<file path="config.mk">
export PLATFORM = sky130hd
export DESIGN_NAME = e203_soc_demo_top
export DESIGN_NICKNAME = d
export VERILOG_FILES = /design/src/rtl/e203_soc_demo_top.sv
export SDC_FILE = /design/constraint.sdc
export NUM_CORES = 1
export LEC_CHECK = 0
export BUFFER_PORTS_ARGS = -buffer_cell sky130_fd_sc_hd__buf_2
export CAP_MARGIN = 40
export CORE_ASPECT_RATIO = 1.75
export CORE_MARGIN = 1.5
export CORE_UTILIZATION = 33
export DETAILED_ROUTE_END_ITERATION = 16
export PLACE_DENSITY = 0.58
export SETUP_SLACK_MARGIN = 0.2
export SYNTH_ARGS = -nofsm -noshare
export SYNTH_HDL_FRONTEND = slang
export SYNTH_SLANG_ARGS = --single-unit
</file>
<file path="constraint.sdc">
create_clock -name clk_in -period 3.5 [get_ports clk_in]
set_input_delay 0.175 -clock clk_in [delete_from_list [all_inputs] [get_ports clk_in]]
set_output_delay 0.175 -clock clk_in [all_outputs]
set_load 0.02 [all_outputs]
</file>
<file path="src/rtl/e203_soc_demo_top.sv">
// E203 board demo top: emulated PLL lock and internal reset, 8N1 UART echo console on GPIO
// pins with receive status mirrored on gpio_out, and safe tie-offs for JTAG/QSPI/AON pins.
module e203_soc_demo_top #(
  parameter int unsigned CLK_HZ      = 27_000_000,
  parameter int unsigned BAUD        = 115200,
  parameter int unsigned LOCK_CYCLES = 16,
  parameter int unsigned HB_DIV      = 13_500_000
) (
  input  logic        clk_in,
  input  logic        rst,
  input  logic        tck,
  input  logic        tms,
  input  logic        tdi,
  output logic        tdo,
  input  logic [31:0] gpio_in,
  output logic [31:0] gpio_out,
  input  logic [3:0]  qspi_in,
  output logic [3:0]  qspi_out,
  output logic        qspi_sck,
  output logic        qspi_cs,
  input  logic        dbgmode0_n,
  input  logic        dbgmode1_n,
  input  logic        dbgmode3_n,
  input  logic        bootrom_n,
  input  logic        aon_pmu_dwakeup_n,
  output logic        aon_pmu_padrst,
  output logic        aon_pmu_vddpaden
);

  localparam int unsigned BIT_DIV = CLK_HZ / BAUD;
  localparam int unsigned CW      = $clog2(BIT_DIV);
  localparam int unsigned LW      = $clog2(LOCK_CYCLES + 1);
  localparam int unsigned HW      = $clog2(HB_DIV);

  localparam logic [CW-1:0] BIT_LAST  = CW'(BIT_DIV - 1);
  localparam logic [CW-1:0] HALF_LAST = CW'(BIT_DIV / 2 - 1);
  localparam logic [LW-1:0] LOCK_LAST = LW'(LOCK_CYCLES - 1);
  localparam logic [HW-1:0] HB_LAST   = HW'(HB_DIV - 1);

  typedef enum logic [1:0] {RxIdle, RxStart, RxData, RxStop} rx_state_t;

  logic [LW-1:0] lock_cnt;
  logic          lock;
  logic          sys_rst;

  logic          rx_meta, rx_sync;
  rx_state_t     rx_state;
  logic [CW-1:0] rx_tick;
  logic [2:0]    rx_bit;
  logic [7:0]    rx_shift;
  logic          rx_valid;
  logic [7:0]    last_byte;
  logic [7:0]    rx_cnt;
  logic          frame_err;

  logic          tx_busy, tx_line, tx_done, tx_free;
  logic [CW-1:0] tx_tick;
  logic [3:0]    tx_bit;
  logic [7:0]    tx_shift;
  logic          hold_valid;
  logic [7:0]    hold_data;
  logic          overrun;

  logic [HW-1:0] hb_cnt;
  logic          heartbeat;
  logic          unused_inputs;

  always_ff @(posedge clk_in) begin
    if (rst) begin
      lock_cnt <= '0;
      lock     <= 1'b0;
    end else if (!lock) begin
      lock_cnt <= lock_cnt + 1'b1;
      if (lock_cnt == LOCK_LAST) lock <= 1'b1;
    end
  end

  assign sys_rst = rst | ~lock;

  always_ff @(posedge clk_in) begin
    if (sys_rst) begin
      rx_meta <= 1'b1;
      rx_sync <= 1'b1;
    end else begin
      rx_meta <= gpio_in[16];
      rx_sync <= rx_meta;
    end
  end

  // Stop bit is sampled mid-bit and the FSM returns to idle right away, so a
  // start edge immediately following the stop bit is not missed.
  always_ff @(posedge clk_in) begin
    if (sys_rst) begin
      rx_state  <= RxIdle;
      rx_tick   <= '0;
      rx_bit    <= '0;
      rx_shift  <= '0;
      rx_valid  <= 1'b0;
      last_byte <= '0;
      rx_cnt    <= '0;
      frame_err <= 1'b0;
    end else begin
      rx_valid <= 1'b0;
      case (rx_state)
        RxIdle: begin
          if (!rx_sync) begin
            rx_state <= RxStart;
            rx_tick  <= '0;
          end
        end
        RxStart: begin
          if (rx_tick == HALF_LAST) begin
            rx_tick  <= '0;
            rx_bit   <= '0;
            rx_state <= rx_sync ? RxIdle : RxData;
          end else begin
            rx_tick <= rx_tick + 1'b1;
          end
        end
        RxData: begin
          if (rx_tick == BIT_LAST) begin
            rx_tick  <= '0;
            rx_shift <= {rx_sync, rx_shift[7:1]};
            if (rx_bit == 3'd7) rx_state <= RxStop;
            else                rx_bit   <= rx_bit + 1'b1;
          end else begin
            rx_tick <= rx_tick + 1'b1;
          end
        end
        RxStop: begin
          if (rx_tick == BIT_LAST) begin
            rx_tick  <= '0;
            rx_state <= RxIdle;
            if (rx_sync) begin
              rx_valid  <= 1'b1;
              last_byte <= rx_shift;
              rx_cnt    <= rx_cnt + 1'b1;
            end else begin
              frame_err <= 1'b1;
            end
          end else begin
            rx_tick <= rx_tick + 1'b1;
          end
        end
        default: rx_state <= RxIdle;
      endcase
    end
  end

  assign tx_done = tx_busy && (tx_tick == BIT_LAST) && (tx_bit == 4'd9);
  assign tx_free = !tx_busy || tx_done;

  // last_byte carries the byte accepted in the same cycle rx_valid is high.
  always_ff @(posedge clk_in) begin
    if (sys_rst) begin
      tx_busy    <= 1'b0;
      tx_line    <= 1'b1;
      tx_tick    <= '0;
      tx_bit     <= '0;
      tx_shift   <= '0;
      hold_valid <= 1'b0;
      hold_data  <= '0;
      overrun    <= 1'b0;
    end else if (tx_free) begin
      if (hold_valid || rx_valid) begin
        tx_busy  <= 1'b1;
        tx_line  <= 1'b0;
        tx_tick  <= '0;
        tx_bit   <= '0;
        tx_shift <= hold_valid ? hold_data : last_byte;
        if (hold_valid) begin
          hold_valid <= rx_valid;
          hold_data  <= last_byte;
        end
      end else begin
        tx_busy <= 1'b0;
        tx_line <= 1'b1;
      end
    end else begin
      if (tx_tick == BIT_LAST) begin
        tx_tick  <= '0;
        tx_bit   <= tx_bit + 1'b1;
        tx_line  <= tx_shift[0];
        tx_shift <= {1'b1, tx_shift[7:1]};
      end else begin
        tx_tick <= tx_tick + 1'b1;
      end
      if (rx_valid) begin
        if (!hold_valid) begin
          hold_valid <= 1'b1;
          hold_data  <= last_byte;
        end else begin
          overrun <= 1'b1;
        end
      end
    end
  end

  always_ff @(posedge clk_in) begin
    if (sys_rst) begin
      hb_cnt    <= '0;
      heartbeat <= 1'b0;
    end else if (hb_cnt == HB_LAST) begin
      hb_cnt    <= '0;
      heartbeat <= ~heartbeat;
    end else begin
      hb_cnt <= hb_cnt + 1'b1;
    end
  end

  assign gpio_out = {7'd0, bootrom_n, dbgmode3_n, dbgmode1_n, dbgmode0_n, overrun, heartbeat,
                     frame_err, tx_line, 1'b1, rx_cnt, last_byte};

  assign tdo              = 1'b0;
  assign qspi_out         = 4'h0;
  assign qspi_sck         = 1'b0;
  assign qspi_cs          = 1'b1;
  assign aon_pmu_padrst   = ~sys_rst;
  assign aon_pmu_vddpaden = 1'b1;

  assign unused_inputs = ^{tck, tms, tdi, qspi_in, aon_pmu_dwakeup_n, gpio_in[31:17],
                           gpio_in[15:0]};

endmodule

</file>
==> metrics.yaml <==
status:
  status: "finished, final reports clean"
logic_synthesis:
  syn_avg_cell_area_um2: 8.63
  syn_area_mm2: 0.00506
  synth_edf_count: 0
  synth_cells: 586
  netlist_top_cells_area: "dfxtp_1 41%, nand2_1 4.7%, mux2i_1 4.6%"
  synth_cell_type_count: 63
  async_flop_share_pct: 0
  synth_ff_type: "dfxtp_1"
  synth_seq_cells: 104
  yosys.area.top_type: "dfxtp_1"
  post-synth-top-area-fraction_pct: 41.2
  ys_warn_count: 0
  seq_area_frac_synth_pct: 41.2
floorplan:
  row_count: 59
  die_y_um: 167
  die_x_um: 96.6
  ios: 87
  core_mm2: 0.0149
  initial_core_util_pct: 33.9
  dieArea_mm2: 0.0161
drt:
  top_layer: "met4"
  wl_met1_um: 4410
  dr.first_iter.drc_count: 193
  vias: 4072
  ant_nets: 0
  met2_length_um: 5680
  dr_wl_met3_um: 320
  drt-total-wl_um: 10700
  route.detailed.drc: 0
  viasPerCell: 5.27
  drtPass1Iterations: 4
  wl_per_cell_um: 13.8
sta:
  rsz0062_at_grt: "no"
  fmax_ghz: 0.461
  finalCritPeriodShare_pct: 61.9
  finalHoldViolCount: 0
  worstMarginPinSlew_ns: 0.866
  slew_headroom_pct: 42.3
  slew_viol_final: 0
  whs_ns: 0.0303
  tns_ns: 0
  setup_viol: 0
  finalClockSkew_ns: 0.0127
  period_needed_ns: 2.17
clock_network:
  clk_latency_ns: 0.35
  root_buffer: "clkbuf_16"
  clock_path_buffers: 2
  post-cts-setup-buffer-count: 0
  htreeDepth: 3
  path_clk_slew_ns: 0.07
  numCtsBuffers: 9
  postCtsHoldBufs: 0
  post_cts_resize_count: 0
  clock-sinks: 104
  cts_tree: "done"
layout:
  layout_commonest_cell: "dfxtp_1"
  n_fill_cell: 1539
  nets: 644
  diodes: 0
  area_delta_synth_final_pct: 8.68
  drive_gt1_share_pct: 11.4
  mostFrequentLayoutCells: "104 x dfxtp_1, 63 x nand2_1, 44 x nor2_1"
  post-route-util_pct: 36.9
power_and_ir_drop:
  power_mw: 2.25
  p_leak_nw: 1.90
  ir_worst_vdd_v: 0.000204
  power_density_mw_per_mm2: 410
setup_path:
  crit_arrival_ns: 2.44
  critPathCaptureType: "flop"
  regToRegSetupSlack_ns: 1.33
  start_kind: "flop"
  crit_type: "reg -> reg"
  crit_required_ns: 3.77
  cp_max_fo: 28
global_routing:
  track_usage_pct: 13.8
  grt_max_degree: 48
  grt_pass1_vias: 3895
  antenna_found_initial: 0
  overflow: 0
  grt_pass1_wl_um: 17800
placement:
  hpwlAfterDp_um: 7630
  place.port_buffers: 23
  gp_congestion: 0.810
job:
  maxCapViolCount: 0
hold_path:
  min_path_type: "in -> reg"
## power breakdown
part	internal, mW	leakage [nW]	switching [mW]
clock	0.567	0.146	0.473
combinational	0.00481	0.916	0.0194
sequential	1.19	0.838	0.00258
total	1.76	1.90	0.495
## critical path, cell delays in order (launching register included)
cell	delay (ns)
dfxtp_1	0.38
or3b_4	0.43
o21a_1	0.51
or4_1	0.61
a21oi_1	0.16
## final timing paths
path | from | endpoint | cells past startpoint
hold reg to reg | rx_meta$_SDFF_PN1_ | rx_sync$_SDFF_PN1_ | 1
setup / recovery | tx_tick[3]$_SDFFE_PN0P_ | tx_bit[3]$_SDFFE_PN0P_ | 4
setup reg to reg | tx_tick[3]$_SDFFE_PN0P_ | tx_bit[3]$_SDFFE_PN0P_ | 4
hold / removal | gpio_in[16] | rx_meta$_SDFF_PN1_ | 2
## flip-flops by register name, indices dropped and copies added, names as in the netlist, 3 cells and up, named ones only
register and cells:
tx_tick 8, rx_tick 8, rx_cnt 8, rx_bit 3, lock_cnt 5, tx_shift 8, last_byte 8, rx_shift 8
tx_bit 4, hold_data 8, hb_cnt 24
## through the flow
| stage | std cells | worst slack (ns) | cell area (um2) |
|---|---|---|---|
| 2_1_floorplan | 600 | 1.70 | 5110 |
| 3_3_place_gp | 755 | 1.41 | 5180 |
| 3_5_place_dp | 757 | 1.33 | 5190 |
| 4_1_cts | 773 | 1.33 | 5500 |
| 5_1_grt | 773 | 1.15 | 5500 |
| 6_report | 773 | 1.33 | 5500 |
## Yosys cell counts (2+ instances only)
library cell	number
dfxtp_1	104
nand2_1	63
nor2_1	44
a21oi_1	40
o21ai_0	31
nand3_1	25
buf_4	24
mux2i_1	23
clkbuf_1	21
inv_1	14
a31oi_1	13
ha_1	13
or4_1	12
nand4_1	11
xor2_1	11
and3_1	9
nand2b_1	9
o31ai_1	9
or3_1	8
a311oi_1	7
mux2_2	7
xnor2_1	7
nor3_1	6
a22oi_1	5
buf_1	5
buf_2	5
a31o_2	4
and2_1	4
and4_1	4
a211o_1	3
or2_2	3
and4b_1	2
conb_1	2
nand3b_1	2
nand4b_1	2
nor2b_1	2
nor3b_1	2
nor4_1	2
nor4bb_1	2
o211ai_1	2
o21a_1	2
## kinds of logic (layout without fill, tap and decap cells)
logic type / count (synthesis) / count (layout) / synth area share (%)
flops: 104 / 104 / 41.2
compound gates: 127 / 127 / 15.7
simple gates: 220 / 220 / 22.8
buf+inv: 71 / 61 / 7.32
other cells: 2 / 16 / 0.148
xor+xnor: 18 / 18 / 3.12
fa+ha+maj: 13 / 13 / 3.22
mux: 31 / 31 / 6.56
## layout make-up
class	count	area, um2	share of cell area, %
multi-input combinational	425	2660	48.4
clock inverter	6	75.1	1.37
tap	183	229	4.17
sequential	104	2080	37.9
timing repair buffer	30	165	3.00
clock buffer	10	229	4.17
inverter	15	56.3	1.02
## per-layer routing
layer	vias up	global-route usage, %
li1	2055	-
met1	1940	14.6
met2	58	25.1
met3	19	3.42
met4	0	5.29
met5	-	0
Power figures use the tool's default switching activity.
